$ cat src/rtl/lz_normalizer.sv
// Left-justifies a data word using its supplied leading-zero count and reports
// the original MSB position. Two-stage valid/ready pipeline with backpressure.
// Ports:
//   clk, rst           clock, synchronous active-high reset
//   in_valid/in_ready  input handshake; in_ready depends combinationally on out_ready
//   in_data, in_cnt    raw word and its leading-zero count
//   out_valid/out_ready output handshake
//   out_data           in_data << saturated in_cnt
//   out_msb_pos        DATA_WIDTH-1-cnt, 0 for a zero word
//   out_zero           count says the word is zero (cnt >= DATA_WIDTH)
//   out_err            count inconsistent with the data
module lz_normalizer #(
  parameter int unsigned DATA_WIDTH = 10,
  parameter int unsigned CNT_WIDTH  = $clog2(DATA_WIDTH + 1)
) (
  input  logic                  clk,
  input  logic                  rst,
  input  logic                  in_valid,
  output logic                  in_ready,
  input  logic [DATA_WIDTH-1:0] in_data,
  input  logic [CNT_WIDTH-1:0]  in_cnt,
  output logic                  out_valid,
  input  logic                  out_ready,
  output logic [DATA_WIDTH-1:0] out_data,
  output logic [CNT_WIDTH-1:0]  out_msb_pos,
  output logic                  out_zero,
  output logic                  out_err
);

  localparam logic [CNT_WIDTH-1:0] CNT_MAX = CNT_WIDTH'(DATA_WIDTH);
  localparam logic [CNT_WIDTH-1:0] POS_TOP = CNT_WIDTH'(DATA_WIDTH - 1);

  logic                  s1_valid;
  logic [DATA_WIDTH-1:0] s1_data;
  logic [CNT_WIDTH-1:0]  s1_cnt;
  logic                  s2_valid;

  logic                  s2_take;
  logic                  s1_take;
  logic [CNT_WIDTH-1:0]  cnt_sat;
  logic [DATA_WIDTH-1:0] shifted;
  logic                  s1_zero;
  logic [CNT_WIDTH-1:0]  msb_pos;
  logic                  err;

  // Pipeline advance: a stage may load when it is empty or its contents move on.
  always_comb begin
    s2_take = !s2_valid || out_ready;
    s1_take = !s1_valid || s2_take;
  end

  assign in_ready  = s1_take;
  assign out_valid = s2_valid;

  // Stage-2 arithmetic from stage-1 registers.
  always_comb begin
    cnt_sat = (in_cnt > CNT_MAX) ? CNT_MAX : in_cnt;
    shifted = s1_data << s1_cnt;
    s1_zero = (s1_cnt == CNT_MAX);
    msb_pos = s1_zero ? '0 : (POS_TOP - s1_cnt);
    // The bit the count claims is the MSB lands in shifted[DATA_WIDTH-1].
    err     = (s1_data != '0) && (s1_zero || !shifted[DATA_WIDTH-1]);
  end

  // Pipeline registers; output fields only load with a valid word so they hold otherwise.
  always_ff @(posedge clk) begin
    if (rst) begin
      s1_valid    <= 1'b0;
      s1_data     <= '0;
      s1_cnt      <= '0;
      s2_valid    <= 1'b0;
      out_data    <= '0;
      out_msb_pos <= '0;
      out_zero    <= 1'b0;
      out_err     <= 1'b0;
    end else begin
      if (s1_take) begin
        s1_valid <= in_valid;
        if (in_valid) begin
          s1_data <= in_data;
          s1_cnt  <= cnt_sat;
        end
      end
      if (s2_take) begin
        s2_valid <= s1_valid;
        if (s1_valid) begin
          out_data    <= shifted;
          out_msb_pos <= msb_pos;
          out_zero    <= s1_zero;
          out_err     <= err;
        end
      end
    end
  end

endmodule

$ cat config.mk
export PLATFORM = sky130hd
export DESIGN_NAME = lz_normalizer
export DESIGN_NICKNAME = d
export VERILOG_FILES = /design/src/rtl/lz_normalizer.sv
export SDC_FILE = /design/constraint.sdc
export NUM_CORES = 1
export LEC_CHECK = 0
export BUFFER_PORTS_ARGS = -buffer_cell sky130_fd_sc_hd__clkbuf_2
export CAP_MARGIN = 10
export CORE_ASPECT_RATIO = 1.4
export CORE_MARGIN = 3
export CORE_UTILIZATION = 52
export CTS_CLUSTER_DIAMETER = 60
export DETAILED_ROUTE_END_ITERATION = 16
export PLACE_DENSITY = 0.78
export SYNTH_ARGS = -nofsm -noshare
export SYNTH_HDL_FRONTEND = slang
export SYNTH_SLANG_ARGS = --single-unit
$ cat constraint.sdc
create_clock -name clk -period 1.8 [get_ports clk]
set_input_delay 0.27 -clock clk [delete_from_list [all_inputs] [get_ports clk]]
set_output_delay 0.27 -clock clk [all_outputs]
set_load 0.05 [all_outputs]
Word-level counts from Yosys, hierarchy flattened
Index checks and enable logic that the tools add are counted.
{"block": "totals", "register_bits": 32, "n_memories": 0, "mem_bits_ro": 0, "output_inout_bits": 18, "word_cells": 24, "ram_bits": 0, "input_bits": 18, "latchBits": 0}
{"block": "op_classes", "order_cmp": 1, "n_mux": 2, "multipliers": 0, "shift": 1, "eq_ne": 1, "n_div": 0, "n_reduce_logical": 10, "bitwise_logic": 0, "addsub": 1}
{"op": "$reduce_bool 10->1", "n": 1}
{"op": "$shl 10x4->10", "n": 1}
{"op": "$mux 4", "n": 2}
{"op": "$eq 4x4->1 const B", "n": 1}
{"op": "$gt 4x4->1 const B", "n": 1}
{"op": "$reduce_and 2->1", "n": 2}
{"op": "$sub 4x4->4 const A", "n": 1}
{"op": "$logic_not 1->1", "n": 3}
{"op": "$logic_or 1x1->1", "n": 3}
{"op": "$logic_and 1x1->1", "n": 1}

Depth between registers and ports, before layout
Gate-level depths: netlist of run 1.
{"block": "logic_depth", "ltp_word": 4, "depth_mapped": 7, "ltp_nobuf": 5}

Worst setup path after synthesis of run 1
No wires, ideal clock.
{"block": "synth_path", "kind": "register to register", "startpoint": "register s2_valid (netlist: out_valid)", "endpoint": "register s1_data[3]", "required_time_ps": 1729, "synth_period_minus_slack_ps": 2068, "setup_ps": 71, "arrival_time_ps": 1998, "stages_incl_launch_ff": 6, "slack_ps": -268, "n_path_buf": 1, "path_cell_list": "dfxtp_1 -> nand3b_1 -> nand2_1 -> clkbuf_1 -> nand2_1 -> a21oi_1"}
{"block": "synth_between", "elab_chain_len": 4}
{"element": "start, declared", "line": "36", "rtl": "logic s2_valid;"}
{"element": "start signal, assigned", "line": "85", "rtl": "s2_valid <= s1_valid;"}
{"element": "$logic_not 1->1", "line": "48", "rtl": "s2_take = !s2_valid || out_ready;"}
{"element": "$logic_or 1x1->1", "line": "48"}
{"element": "$logic_or 1x1->1", "line": "49", "rtl": "s1_take = !s1_valid || s2_take;"}
{"element": "via in_ready", "line": "19", "rtl": "output logic in_ready,"}
{"element": "$reduce_and 2->1 (no line)"}
{"element": "end signal, assigned", "line": "80", "rtl": "s1_data <= in_data;"}
{"element": "end, declared", "line": "34", "rtl": "logic [DATA_WIDTH-1:0] s1_data;"}
The timed path passes the listed nets, and every way through them passes these cells.
A chain may end at the register's enable or synchronous reset.

Worst setup path after layout of run 1
{"block": "layout_path", "startpoint": "register s1_cnt[1]", "endpoint": "register out_data[9]"}
{"block": "layout_between", "elab_chain_len": 1}
{"element": "start, declared", "line": "35", "rtl": "logic [CNT_WIDTH-1:0] s1_cnt;"}
{"element": "start signal, assigned", "line": "81", "rtl": "s1_cnt <= cnt_sat;"}
{"element": "$shl 10x4->10", "line": "58", "rtl": "shifted = s1_data << s1_cnt;"}
{"element": "end signal, assigned", "line": "87", "rtl": "out_data <= shifted;"}
{"element": "end, declared", "line": "24", "rtl": "output logic [DATA_WIDTH-1:0] out_data,"}
No other way between the ends.

==> impl_metrics.ini, run 1 <==
[synth]
syn_inst = 173
synth.cell_area_sq_um = 1510
yosysWarnings = 0
avgSynthCellArea_sq_um = 8.74
synth_cell_type_count = 34
synth_ff_type = dfxtp_1
syn_nets = 192
ys_seq_elements = 32
async_reset_ff_share_pct = 0
synth-edff-count = 0
synth-seq-area-share_pct = 42.4

[floorplanning]
io_pins = 36
chipHeight_um = 69.8
start_util_pct = 56.0
die_area_sq_um = 3600
die_w_um = 51.6
rows = 22
core_region_area_sq_um = 2700

[global_routing]
grt_pass1_wl_um = 5600
grt_max_degree = 19
first_global_vias = 1313
antenna_found_initial = 0
overflow = 0
grt_usage_pct = 20.8

[drt]
ant_nets = 0
drt_iter0_drc = 33
drt_pass1_iterations = 4
vias = 1368
routed_wl_um = 3380
drc = 0
via_per_inst = 5.54
post_drt_wl_per_cell_um = 13.7

[worst_setup_path]
r2r-end = out_data[9]
cpMaxStageDelayCell = mux4_2
crit_cells = 4
rrSetupSlack_ns = 0.18
cp.required_ns = 2.02
critical_path.top_delay_family = multiplexers
end_kind = flop
startpoint = s1_cnt[1]
crit_end = out_data[9]
start_kind = flop
critPathKind = reg2reg
path_buf_inv = 0
regToRegStartpoint = s1_cnt[1]
path_cells = mux4_2, mux2_2, o21ai_2, a211oi_1
cp_data_arrival_time_ns = 1.84
path_max_fanout = 7
max_stage_delay_ns = 0.55
rr_worst_depth = 4

[finish]
fin_area_sq_um = 1790
multiInputGateArea_sq_um = 810
antenna_cells = 0
drive_gt1_share_pct = 27.0
fill_cells = 252
area_growth_pct = 18.4
final_nets = 229
seqCellArea_sq_um = 642
final_core_util_pct = 66.3

[clocking]
clk_latency_ns = 0.33
cts_sinks = 32
clk_pin_slew_worst_paths_ns = 0.10
cts_setup_buffers = 0
clock-root-buffer = clkbuf_4
tritoncts = built
cts_made_buffers = 5
clockBufferDepth = 2
h-tree-depth = 2

[outcome]
status = complete, no violations

[sta]
setup-violations-final = 0
max_freq_mhz = 616
finalHoldViolations = 0
setup_tns_ns = 0
skew_ns = 0.00775
slew_headroom_pct = 63.5
worst_slew_pin_slew_ns = 0.547
drv_slew = 0
rsz0062_at_grt = no
period_share_pct = 90.2
period_minus_slack_ns = 1.62

[power]
p_per_area_nw_per_um2 = 829
max-vdd-ir-drop_uv = 673
p_leak_uw = 0.000744

[placed_design]
dp_hpwl_um = 2540
dpl-instance-area_sq_um = 1720
port_buffers = 35
place.gp.congestion = 0.951

[min_path]
holdPathStages = 3
hold_class = in2reg

[run]
max_cap_violations = 0
[sequential cells by signal, summed over array words and instances (netlist names)]
name,flops
s1_cnt,4
out_err,1
out_zero,1
out_data,10
out_msb_pos,4
s1_valid,1
out_valid,1
s1_data,10
[through the flow]
| stage | std cells | total power [uW] | hold WS [ns] | setup slack [ns] |
|---|---|---|---|---|
| final | 247 | 1480 | 0.151 | 0.176 |
| after global routing | 247 | 1560 | 0.133 | 0.0986 |
| after CTS | 247 | 1510 | 0.122 | 0.151 |
| after detailed placement | 239 | 1080 | 0.444 | 0.176 |
| after global placement | 239 | 1070 | 0.440 | 0.215 |
| after floorplan | 173 | 1000 | 0.406 | 0.0770 |
[Yosys cell counts (2+ instances only)]
| library cell | number | area [sq um] |
|---|---|---|
| nand4_1 | 3 | 18.8 |
| nor2_1 | 13 | 48.8 |
| o2bb2ai_1 | 4 | 35.0 |
| buf_2 | 3 | 15.0 |
| o21ai_0 | 3 | 15.0 |
| nand3b_1 | 4 | 30.0 |
| a21oi_1 | 22 | 110 |
| a22oi_1 | 4 | 30.0 |
| a211oi_1 | 3 | 22.5 |
| nor4_1 | 2 | 12.5 |
| nand3_1 | 3 | 15.0 |
| mux2i_1 | 12 | 120 |
| mux4_2 | 3 | 67.6 |
| nor3_1 | 5 | 25.0 |
| nand2_1 | 32 | 120 |
| dfxtp_1 | 32 | 641 |
| inv_1 | 4 | 15.0 |
| clkbuf_1 | 5 | 18.8 |
[timing repair]
item	CTS	global route
setup endpoints to repair	0	3
gates resized for setup	0	1
hold buffers	0	0
endpoints found under the hold margin	0	0
[worst min-delay path by stage]
| stage | end | start | slack, ns |
|---|---|---|---|
| 2_1_floorplan | s1_data[8] | in_data[8] | 0.41 |
| 3_3_place_gp | out_data[1] | out_data[1] | 0.44 |
| 3_5_place_dp | out_data[0] | out_data[0] | 0.44 |
| 4_1_cts | s1_data[7] | in_data[7] | 0.12 |
| 5_1_grt | s1_data[8] | in_data[8] | 0.13 |
| 6_report | s1_data[8] | in_data[8] | 0.15 |
[cells in the final DEF (no fill, tap or decap), types with 4 or more instances in the layout]
master	instances
clkbuf_2	35
nor3_1	5
nand2_1	31
dfxtp_1	31
buf_4	5
nand3b_1	4
clkbuf_4	5
mux2i_1	12
a21oi_1	21
inv_1	4
nor2_1	13
a22oi_1	4
o2bb2ai_1	4
[worst reg2reg max path: stages (launching register included)]
cell	delay [ns]
dfxtp_1	0.47
mux4_2	0.55
mux2_2	0.28
o21ai_2	0.13
a211oi_1	0.08
[cell type report]
type,instances,share of cell area (%)
Clock inverter,2,0.559
Timing Repair Buffer,40,11.9
Multi-Input combinational cell,126,45.2
Clock buffer,6,2.87
Tap cell,36,2.52
Inverter,5,1.05
Sequential cell,32,35.9
[cells by family after synthesis]
group / share of synthesized area (%)
DFF: 42.4
buffers and inverters: 4.47
xor gates and xnor gates: 0.580
AOI/OAI and AO/OA: 17.1
adders and majority gates: 0.828
and+or+nand+nor: 19.8
muxes: 14.9
[per-layer routing]
metal	wire (um)	GRT usage, %
met3	176	5.81
met2	1780	35.3
met5	0	0
met4	76	13.1
met1	1350	21.6
[where the power goes]
part | switching (uW) | internal, uW | total, uW | leakage, uW
Sequential | 37.4 | 745 | 782 | 0.000263
Combinational | 177 | 104 | 281 | 0.000444
Clock | 235 | 185 | 420 | 0.0000380
Total | 449 | 1030 | 1480 | 0.000744
Note: power is estimated with default switching activity, not from simulation.
==> run 2: changes to the inputs <==
- clock period: 1.8 -> 1.5 ns (I/O delays scaled with it)
==> run 2 against run 1 <==
  * Critical endpoint is now out_err
  * Design area increased by 5.2%
  * Clock power up 9.0%
  * Sequential power increased by 19%
  * Highest routed layer unchanged
  * First-iteration DRC count decreased by 6.1%
  * Die area did not move
==> impl_metrics.ini, run 2 (synthesized netlist as in run 1, its figures left out) <==
[drt]
routed_wl_um = 3550
drt-met1-wl_um = 1420
route.met3.wl_um = 212
drc = 0
route.top_layer_used = met4
drt_iter0_drc = 31
routed-wl-met2_um = 1810
drt_pass1_iterations = 4
ant_nets = 0
vias = 1448
post_drt_wl_per_cell_um = 13.8
via_per_inst = 5.63

[global_routing]
antenna_found_initial = 0
grt_usage_pct = 21.5
grt_pass1_wl_um = 5860
first_global_vias = 1384
grt_max_degree = 17
overflow = 0

[sta]
setup-violations-final = 0
drv_slew = 0
fin_ws_ns = 0.000810
max_freq_mhz = 667
worst_slew_pin_slew_ns = 0.326
finalHoldViolations = 0
slew_headroom_pct = 77.6
period_share_pct = 99.9
rsz0062_at_grt = yes
skew_ns = 0.0149
period_minus_slack_ns = 1.50

[worst_setup_path]
cp.required_ns = 1.78
cp_data_arrival_time_ns = 1.78
cpMaxStageDelayCell = mux4_2
start_kind = flop
critPathKind = reg2reg
max_stage_delay_ns = 0.50
path_cells = mux4_2, mux2_4, o21ai_4, a22o_2
end_kind = flop
path_max_fanout = 4

[finish]
layout_common_cells = clkbuf_2, nand2_1, dfxtp_1
final_common_cell = clkbuf_2
final_nets = 239
antenna_cells = 0
drive_gt1_share_pct = 30.8
area_growth_pct = 24.5
fill_cells = 237
top_regs = out_data: 10 flops, s1_data: 10 flops

[clocking]
cts_resized = 0
cts_made_buffers = 5
cts_setup_buffers = 0
clock-root-buffer = clkbuf_4
clockBufferDepth = 2
cts_sinks = 32
clk_pin_slew_worst_paths_ns = 0.09
h-tree-depth = 2
cts_hold_buf = 0
tritoncts = built
clk_latency_ns = 0.34

[placed_design]
dp_hpwl_um = 2720
port_buffers = 35
place.gp.congestion = 0.878
dp_slack_ns = 0.0200

[power]
total_power_uw = 1770
p_comb_share_pct = 21.5
p_seq_share_pct = 52.6
sw_frac_of_total_pct = 30.9
clock_power_share_pct = 25.9
p_switching_uw = 546
p_per_area_nw_per_um2 = 940
p_leak_uw = 0.000793
max-vdd-ir-drop_uv = 615
internal_power_uw = 1220

[floorplanning]
rows = 22
core_region_area_sq_um = 2700
start_util_pct = 56.0
io_pins = 36
die_area_sq_um = 3600
die_w_um = 51.6
chipHeight_um = 69.8

[outcome]
status = complete, no violations

[min_path]
hold_class = in2reg

[run]
max_cap_violations = 0
[run 2: changes by cell type in the layout (fill, tap and decap cells not counted), moves of 2 or more]
| cell | previous run | this run |
|---|---|---|
| dfxtp_4 | 0 | 2 |
| clkbuf_1 | 0 | 2 |
| buf_4 | 5 | 14 |
| dfxtp_1 | 31 | 29 |
[run 2: final cells by class]
class                      count  area [sq um]  share of cell area, %
clock buffer                   7          45.0                   2.39
multi-input combinational    126           827                   43.9
clock inverter                 1          5.00                  0.266
tap                           36          45.0                   2.39
timing repair buffer          50           292                   15.5
inverter                       5          18.8                  0.997
sequential                    32           649                   34.5
[run 2: final timing paths]
kind / from / to / slack (ns) / depth (start not counted)
worst min-delay path: in_data[8] / s1_data[8] / 0.10 / 3
worst min register to register: out_data[3] / out_data[3] / 0.46 / 2
worst max-delay path: s1_cnt[1] / out_err / 0.0008 / 4
worst max register to register: s1_cnt[1] / out_err / 0.0008 / 4
[run 2: through the flow]
| step | instance area, sq um | utilization (%) | TNS, ns | cells | hold WS, ns |
|---|---|---|---|---|---|
| global placement | 1810 | 67.0 | 0 | 249 | 0.442 |
| global route | 1880 | 69.8 | -0.135 | 257 | 0.0995 |
| finish | 1880 | 69.8 | 0 | 257 | 0.104 |
| CTS | 1860 | 68.8 | 0 | 257 | 0.0973 |
| floorplan | 1530 | - | -0.807 | 173 | 0.361 |
| detailed placement | 1810 | 67.0 | 0 | 249 | 0.448 |
[run 2: power groups by stage]
stage / Combinational [uW] / Sequential (uW) / Clock, uW
6_report: 380 / 931 / 458
5_1_grt: 414 / 937 / 503
4_1_cts: 370 / 930 / 468
3_5_place_dp: 368 / 951 / 0
3_3_place_gp: 360 / 947 / 0
2_1_floorplan: 195 / 1010 / 0
[run 2: worst max-delay path: cells and delay by family, from the launching register on]
kind	cells	cell delay (ns)
mux	2	0.79
flops	1	0.37
compound gates	2	0.29
[run 2: routing by layer]
metal	GRT usage, %	vias to the layer above
li1	-	718
met1	22.1	663
met2	37.0	55
met3	6.24	12
met4	12.5	0
met5	0	-
